==> config.mk <==
export PLATFORM = sky130hd
export DESIGN_NAME = cache_pipe_regs_n
export DESIGN_NICKNAME = d
export VERILOG_FILES = /design/src/rtl/cache_pipe_pkg.sv /design/src/rtl/cache_pipe_slot.sv /design/src/rtl/cache_pipe_regs_n.sv
export SDC_FILE = /design/constraint.sdc
export NUM_CORES = 2
export LEC_CHECK = 0
export CAP_MARGIN = 20
export CORE_AREA = 2 2 489 491
export DETAILED_ROUTE_END_ITERATION = 16
export DIE_AREA = 0 0 491 493
export PLACE_DENSITY = 0.41
export SLEW_MARGIN = 20
export SYNTH_ARGS = -nofsm -noshare
export SYNTH_HDL_FRONTEND = slang
export SYNTH_SLANG_ARGS = --single-unit
==> constraint.sdc <==
create_clock -name clk -period 59.8 [get_ports clk]
set_clock_uncertainty 0.05 [all_clocks]
set_input_delay 11.96 -clock clk [delete_from_list [all_inputs] [get_ports clk]]
set_output_delay 11.96 -clock clk [all_outputs]
set_load 0.05 [all_outputs]
==> src/rtl/cache_pipe_pkg.sv <==
// Shared definitions for the cache lookup -> control pipeline register chain:
// default widths, the default-width payload layout and width helpers.
package cache_pipe_pkg;

    localparam int DATA_W_DEF     = 256;
    localparam int ADDR_W_DEF     = 32;
    localparam int SET_W_DEF      = 3;
    localparam int WAYS_DEF       = 2;
    localparam int STAGES_DEF     = 2;
    localparam int STALL_HIST_DEF = 2;

    // Width of an index into n ways, never narrower than one bit.
    function automatic int clog2_min1(input int n);
        return (n > 1) ? $clog2(n) : 1;
    endfunction

    localparam int LRU_W_DEF = clog2_min1(WAYS_DEF);

    // Payload layout at the default widths, MSB first. The register chain
    // packs its fields in exactly this order for any parameterisation.
    typedef struct packed {
        logic [DATA_W_DEF-1:0]            rdata;
        logic [DATA_W_DEF-1:0]            wdata;
        logic [ADDR_W_DEF-1:0]            addr;
        logic [SET_W_DEF-1:0]             set;
        logic [WAYS_DEF-1:0]              hit;
        logic                             dirty;
        logic [LRU_W_DEF-1:0]             lru;
        logic                             mem_write;
        logic                             load_cache;
        logic [WAYS_DEF*DATA_W_DEF/8-1:0] be_masked;
    } cache_pipe_payload_t;

    // Total packed payload width for a given parameterisation.
    function automatic int payload_w(input int dw, input int aw, input int sw, input int ways);
        return 2 * dw + aw + sw + ways + 1 + clog2_min1(ways) + 2 + ways * dw / 8;
    endfunction

endpackage

==> src/rtl/cache_pipe_slot.sv <==
// One register slot of the chain: a valid bit plus a flat payload word.
// load_en captures d and sets valid; clear_en drops valid and wins over load.
module cache_pipe_slot
    import cache_pipe_pkg::*;
#(
    parameter int W = 1
) (
    input  logic         clk,
    input  logic         rst,
    input  logic         load_en,
    input  logic         clear_en,
    input  logic [W-1:0] d,
    output logic         valid_o,
    output logic [W-1:0] data_o
);

    logic         valid_q, valid_d;
    logic [W-1:0] data_q, data_d;

    // Next-state: payload only changes on load, so an unloaded slot holds everything.
    always_comb begin
        valid_d = valid_q;
        data_d  = data_q;
        if (load_en) begin
            valid_d = 1'b1;
            data_d  = d;
        end
        if (clear_en) begin
            valid_d = 1'b0;
        end
    end

    // Slot state register with asynchronous reset.
    always_ff @(posedge clk or posedge rst) begin
        if (rst) begin
            valid_q <= 1'b0;
            data_q  <= '0;
        end else begin
            valid_q <= valid_d;
            data_q  <= data_d;
        end
    end

    assign valid_o = valid_q;
    assign data_o  = data_q;

endmodule

==> src/rtl/cache_pipe_regs_n.sv <==
// Elastic STAGES-slot register chain carrying cache requests from tag/data
// lookup to control/writeback, with global stall, flush, a delayed-stall
// history and a valid-slot count.
// Optional: define CACHE_PIPE_LIVE_HIT_EN to refresh the held last slot's hit
// field from hit_live_i every cycle.
// Handshake: a transfer happens on a cycle where valid and ready are both high;
// valid never depends on ready, and a valid payload is held until it transfers
// (or a flush/reset drops it).
module cache_pipe_regs_n
    import cache_pipe_pkg::*;
#(
    parameter int DATA_W     = DATA_W_DEF,
    parameter int ADDR_W     = ADDR_W_DEF,
    parameter int SET_W      = SET_W_DEF,
    parameter int WAYS       = WAYS_DEF,
    parameter int STAGES     = STAGES_DEF,
    parameter int STALL_HIST = STALL_HIST_DEF,
    localparam int LRU_W     = clog2_min1(WAYS),
    localparam int BE_W      = WAYS * DATA_W / 8,
    localparam int CNT_W     = $clog2(STAGES + 1)
) (
    input  logic                  clk,
    input  logic                  rst,
    input  logic                  in_valid,
    output logic                  in_ready,
    input  logic [DATA_W-1:0]     rdata_i,
    input  logic [DATA_W-1:0]     wdata_i,
    input  logic [ADDR_W-1:0]     addr_i,
    input  logic [SET_W-1:0]      set_i,
    input  logic [WAYS-1:0]       hit_i,
    input  logic                  dirty_i,
    input  logic [LRU_W-1:0]      lru_i,
    input  logic                  mem_write_i,
    input  logic                  load_cache_i,
    input  logic [BE_W-1:0]       be_masked_i,
    input  logic [WAYS-1:0]       hit_live_i,
    input  logic                  stall_i,
    input  logic                  flush_i,
    output logic                  out_valid,
    input  logic                  out_ready,
    output logic [DATA_W-1:0]     rdata_o,
    output logic [DATA_W-1:0]     wdata_o,
    output logic [ADDR_W-1:0]     addr_o,
    output logic [SET_W-1:0]      set_o,
    output logic [WAYS-1:0]       hit_o,
    output logic                  dirty_o,
    output logic [LRU_W-1:0]      lru_o,
    output logic                  mem_write_o,
    output logic                  load_cache_o,
    output logic [BE_W-1:0]       be_masked_o,
    output logic [STALL_HIST-1:0] stall_hist_o,
    output logic [CNT_W-1:0]      count_o
);

    localparam int PW   = payload_w(DATA_W, ADDR_W, SET_W, WAYS);
    localparam int LAST = STAGES - 1;

    logic [PW-1:0]     in_pl;
    logic [PW-1:0]     held_pl;
    logic [PW-1:0]     pl [STAGES];
    logic [PW-1:0]     slot_d [STAGES];
    logic [STAGES-1:0] v;
    logic [STAGES-1:0] slot_ld;
    logic [STAGES-1:0] slot_clr;
    logic [STAGES:0]   free;
    logic              live_upd;

    logic [STALL_HIST-1:0] hist_q, hist_d;
    logic [CNT_W-1:0]      count_q, count_d;

    assign in_pl = {rdata_i, wdata_i, addr_i, set_i, hit_i, dirty_i, lru_i,
                    mem_write_i, load_cache_i, be_masked_i};

    assign {rdata_o, wdata_o, addr_o, set_o, hit_o, dirty_o, lru_o,
            mem_write_o, load_cache_o, be_masked_o} = pl[LAST];

`ifdef CACHE_PIPE_LIVE_HIT_EN
    // Last-slot payload with its hit field replaced by the live hit vector.
    assign held_pl = {rdata_o, wdata_o, addr_o, set_o, hit_live_i, dirty_o, lru_o,
                      mem_write_o, load_cache_o, be_masked_o};
`else
    logic unused_hit_live;
    assign unused_hit_live = ^hit_live_i;
    assign held_pl         = pl[LAST];
`endif

    // Ready chain and slot controls: free[k] means slot k empties or drains this
    // cycle, so bubbles collapse and a full chain moves one entry per cycle.
    always_comb begin
        free[STAGES] = out_ready;
        for (int k = LAST; k >= 0; k--) begin
            free[k] = !v[k] || free[k+1];
        end
        live_upd = 1'b0;
        for (int k = 0; k < STAGES; k++) begin
            if (k == 0) begin
                slot_ld[k]  = free[k] && in_valid && !stall_i && !flush_i;
                slot_clr[k] = flush_i || (free[k] && !in_valid && !stall_i);
                slot_d[k]   = in_pl;
            end else begin
                slot_ld[k]  = free[k] && v[k-1] && !stall_i && !flush_i;
                slot_clr[k] = flush_i || (free[k] && !v[k-1] && !stall_i);
                slot_d[k]   = pl[k-1];
            end
        end
`ifdef CACHE_PIPE_LIVE_HIT_EN
        live_upd = v[LAST] && !slot_ld[LAST];
        if (live_upd) begin
            slot_ld[LAST] = 1'b1;
            slot_d[LAST]  = held_pl;
        end
`endif
    end

    for (genvar g = 0; g < STAGES; g++) begin : g_slot
        cache_pipe_slot #(.W(PW)) u_slot (
            .clk      (clk),
            .rst      (rst),
            .load_en  (slot_ld[g]),
            .clear_en (slot_clr[g]),
            .d        (slot_d[g]),
            .valid_o  (v[g]),
            .data_o   (pl[g])
        );
    end

    // Next stall history and next valid-slot count, mirroring the slot controls.
    always_comb begin
        hist_d[0] = stall_i;
        for (int k = 1; k < STALL_HIST; k++) begin
            hist_d[k] = hist_q[k-1];
        end
        count_d = '0;
        for (int k = 0; k < STAGES; k++) begin
            if (!slot_clr[k] && (slot_ld[k] || v[k])) begin
                count_d = count_d + CNT_W'(1);
            end
        end
    end

    // History and count registers, cleared asynchronously with the slots.
    always_ff @(posedge clk or posedge rst) begin
        if (rst) begin
            hist_q  <= '0;
            count_q <= '0;
        end else begin
            hist_q  <= hist_d;
            count_q <= count_d;
        end
    end

    assign in_ready     = free[0] && !stall_i && !flush_i;
    assign out_valid    = v[LAST];
    assign stall_hist_o = hist_q;
    assign count_o      = count_q;

endmodule

==> results.cfg <==
[detailed_routing]
routed_via_density = 3.79
drc_errors = 0
wl_per_cell_um = 23.3
vias = 27438
initialDrtViolationCount = 1117
wl_um = 168000
ant_nets = 0
first_pass_iters = 4

[synth]
yosysWarnings = 0
syn_inst = 2626
ys_ff_latch = 1240
syn_nets = 3252
synth_area_um2 = 46300
synth_area_leaders = dfrtp_1 67%, mux2_2 27%, mux2_4 4.2%
ys_seq_area_share_pct = 67.0
synth_top_area_cell = dfrtp_1
synth_top_cell_area_share_pct = 67.0
synth_cell_types = 16
syn_area_per_cell_um2 = 17.6

[timing]
whs_ns = 0.343
slew_viol_final = 0
setup-tns-final_ns = 0
relSlewSlack_pct = 30.7
rsz0062_at_grt = no
final.setup.worst_slack_ns = 34.13
fmax_mhz = 39.0
hold_viol = 0
setup_viol = 0
period_share_pct = 42.9
worstMarginPinSlew_ns = 1.04
period_needed_ns = 25.67

[placement]
dp_cells = 6934
dpl_cell_area_um2 = 62300
dp_hpwl_um = 125000
gp_congestion = 0.832
numPortBuffers = 1245
post-place-ws_ns = 34.12

[clock_network]
cts.path.max_buffers = 3
cts_tree = built
cts-root-buf = clkbuf_16
post_cts_buffers = 0
clock_latency_ns = 0.79
numCtsBuffers = 155
cts.sinks = 1240
cts_resized = 0
cts_max_level = 4
hold_buffers = 0
path_clk_slew_ns = 0.06

[worst_setup_path]
cpLargestDelayFamily = buffers and inverters
arrival_ns = 13.66
path_class = in -> out
r2r_slack_ns = 53.81
crit_path_top_delay_cell = clkdlybuf4s50_1
ff2ff_path_depth = 8
regToRegEndpoint = g_slot[1].u_slot.data_o[442]
endpoint_kind = primary output
cp.required_ns = 47.79
path_max_fanout = 7
start_kind = primary input
timing.rr.start = g_slot[1].u_slot.valid_o
cp.buffers_inverters = 2
path_cells = clkdlybuf4s50_1, a211oi_1, clkdlybuf4s50_1
cp_common_cell = clkdlybuf4s50_1
slowest_delay_ns = 0.84

[hold_path]
hold-path-endpoint = stall_hist_o[1]
hold_path_class = reg -> reg
hold-path-cell-count = 0
min_from = stall_hist_o[0]

[finish]
finalNonFillerCells = 7232
fin_util_pct = 28.5
syn2layout_area_growth_pct = 45.8
drive_above_1_share_pct = 37.3
final_area_um2 = 67500
finalNetCount = 4551

[floorplanning]
fp.dieW_um = 491
row_count = 179
io_pins = 1248
die_h_um = 493
dieArea_um2 = 242000
start_util_pct = 19.5
core_area_um2 = 237000

[grt]
overflow = 0
grt_max_degree = 147
grtUsageTotal_pct = 13.6
grt_pass1_vias = 29497
grt_pass1_wl_um = 236000
antenna_found_initial = 79

[flow_run]
cap_violations = 0

[power_and_ir_drop]
leakage_nw = 28.4
p_per_area_nw_per_um2 = 51.0
p_seq_share_pct = 35.1
peakVddDrop_v = 0.0000267
swShare_pct = 38.4
p_switching_mw = 1.32
p_int_mw = 2.12
p_total_mw = 3.44
power_frac_clock_pct = 27.5
combPwrFrac_pct = 37.4

[run_status]
status = complete, no violations
-- cells by family after synthesis --
group | count (synthesis) | share of synthesized area [%]
AND/OR/NAND/NOR | 4 | 0.0621
multiplexers | 1234 | 31.1
adder cells (fa/ha/maj) | 1 | 0.0270
buffers and inverters | 139 | 1.76
AO/OA/AOI/OAI | 8 | 0.108
flip-flops | 1240 | 67.0
-- area by class of cell --
class / count / area (um^2)
fill: 24083 / 169000
sequential: 1240 / 31000
timing repair buffer: 1279 / 12800
tap: 3167 / 3960
multi-input combinational: 1247 / 14500
clock buffer: 238 / 4680
inverter: 2 / 15.0
antenna: 23 / 57.6
clock inverter: 36 / 484
-- placed cells by master, fill, tap and decap left out, types with 4 or more instances in the layout --
| cell | netlist | layout |
|---|---|---|
| clkdlybuf4s50_1 | 0 | 1245 |
| dfrtp_1 | 1240 | 1240 |
| mux2_2 | 1104 | 1104 |
| clkbuf_16 | 0 | 159 |
| mux2_4 | 130 | 130 |
| clkbuf_8 | 0 | 40 |
| clkbuf_1 | 9 | 39 |
| buf_4 | 13 | 24 |
| diode_2 | 0 | 23 |
| clkinv_2 | 0 | 14 |
| bufinv_16 | 0 | 6 |
| buf_12 | 0 | 6 |
| a21oi_1 | 4 | 4 |
| clkinvlp_4 | 0 | 4 |
-- how the worst max path moves through the flow --
stage	start	to	slack, ns	cells past startpoint
finish	flush_i	in_ready	34.13	3
global route	flush_i	in_ready	34.01	3
CTS	flush_i	in_ready	34.12	3
detailed placement	flush_i	in_ready	34.12	3
global placement	out_ready	in_ready	34.13	4
floorplan	rst	count_o[0]	12.85	1
-- cell usage after synthesis (all sizes together) --
cell type,number
a211oi,2
ha,1
o21ai,2
clkbuf,9
a21oi,4
dfrtp,1240
mux2,1234
or4b,1
inv,2
nand2b,2
buf,128
nor2b,1
-- per-layer routing --
metal	part of all wire [%]	vias to the layer above	global-route usage, %
li1	-	11980	-
met1	39	14109	15.8
met2	46	1026	21.5
met3	13	267	7.87
met4	2.1	56	3.22
met5	0.20	-	0
-- sequential cells by signal, summed over array words and instances, names as in the netlist --
register	cells
g_slot.u_slot.data_o	1234
g_slot.u_slot.valid_o	2
count_o	2
stall_hist_o	2
-- power groups by stage --
stage	sequential [mW]	clock, mW	combinational [mW]
2_1_floorplan	1.74	0	0.249
3_3_place_gp	1.22	0	1.30
3_5_place_dp	1.23	0	1.30
4_1_cts	1.21	0.989	1.31
5_1_grt	1.24	1.02	1.34
6_report	1.21	0.948	1.29
Power figures use the tool's default switching activity.
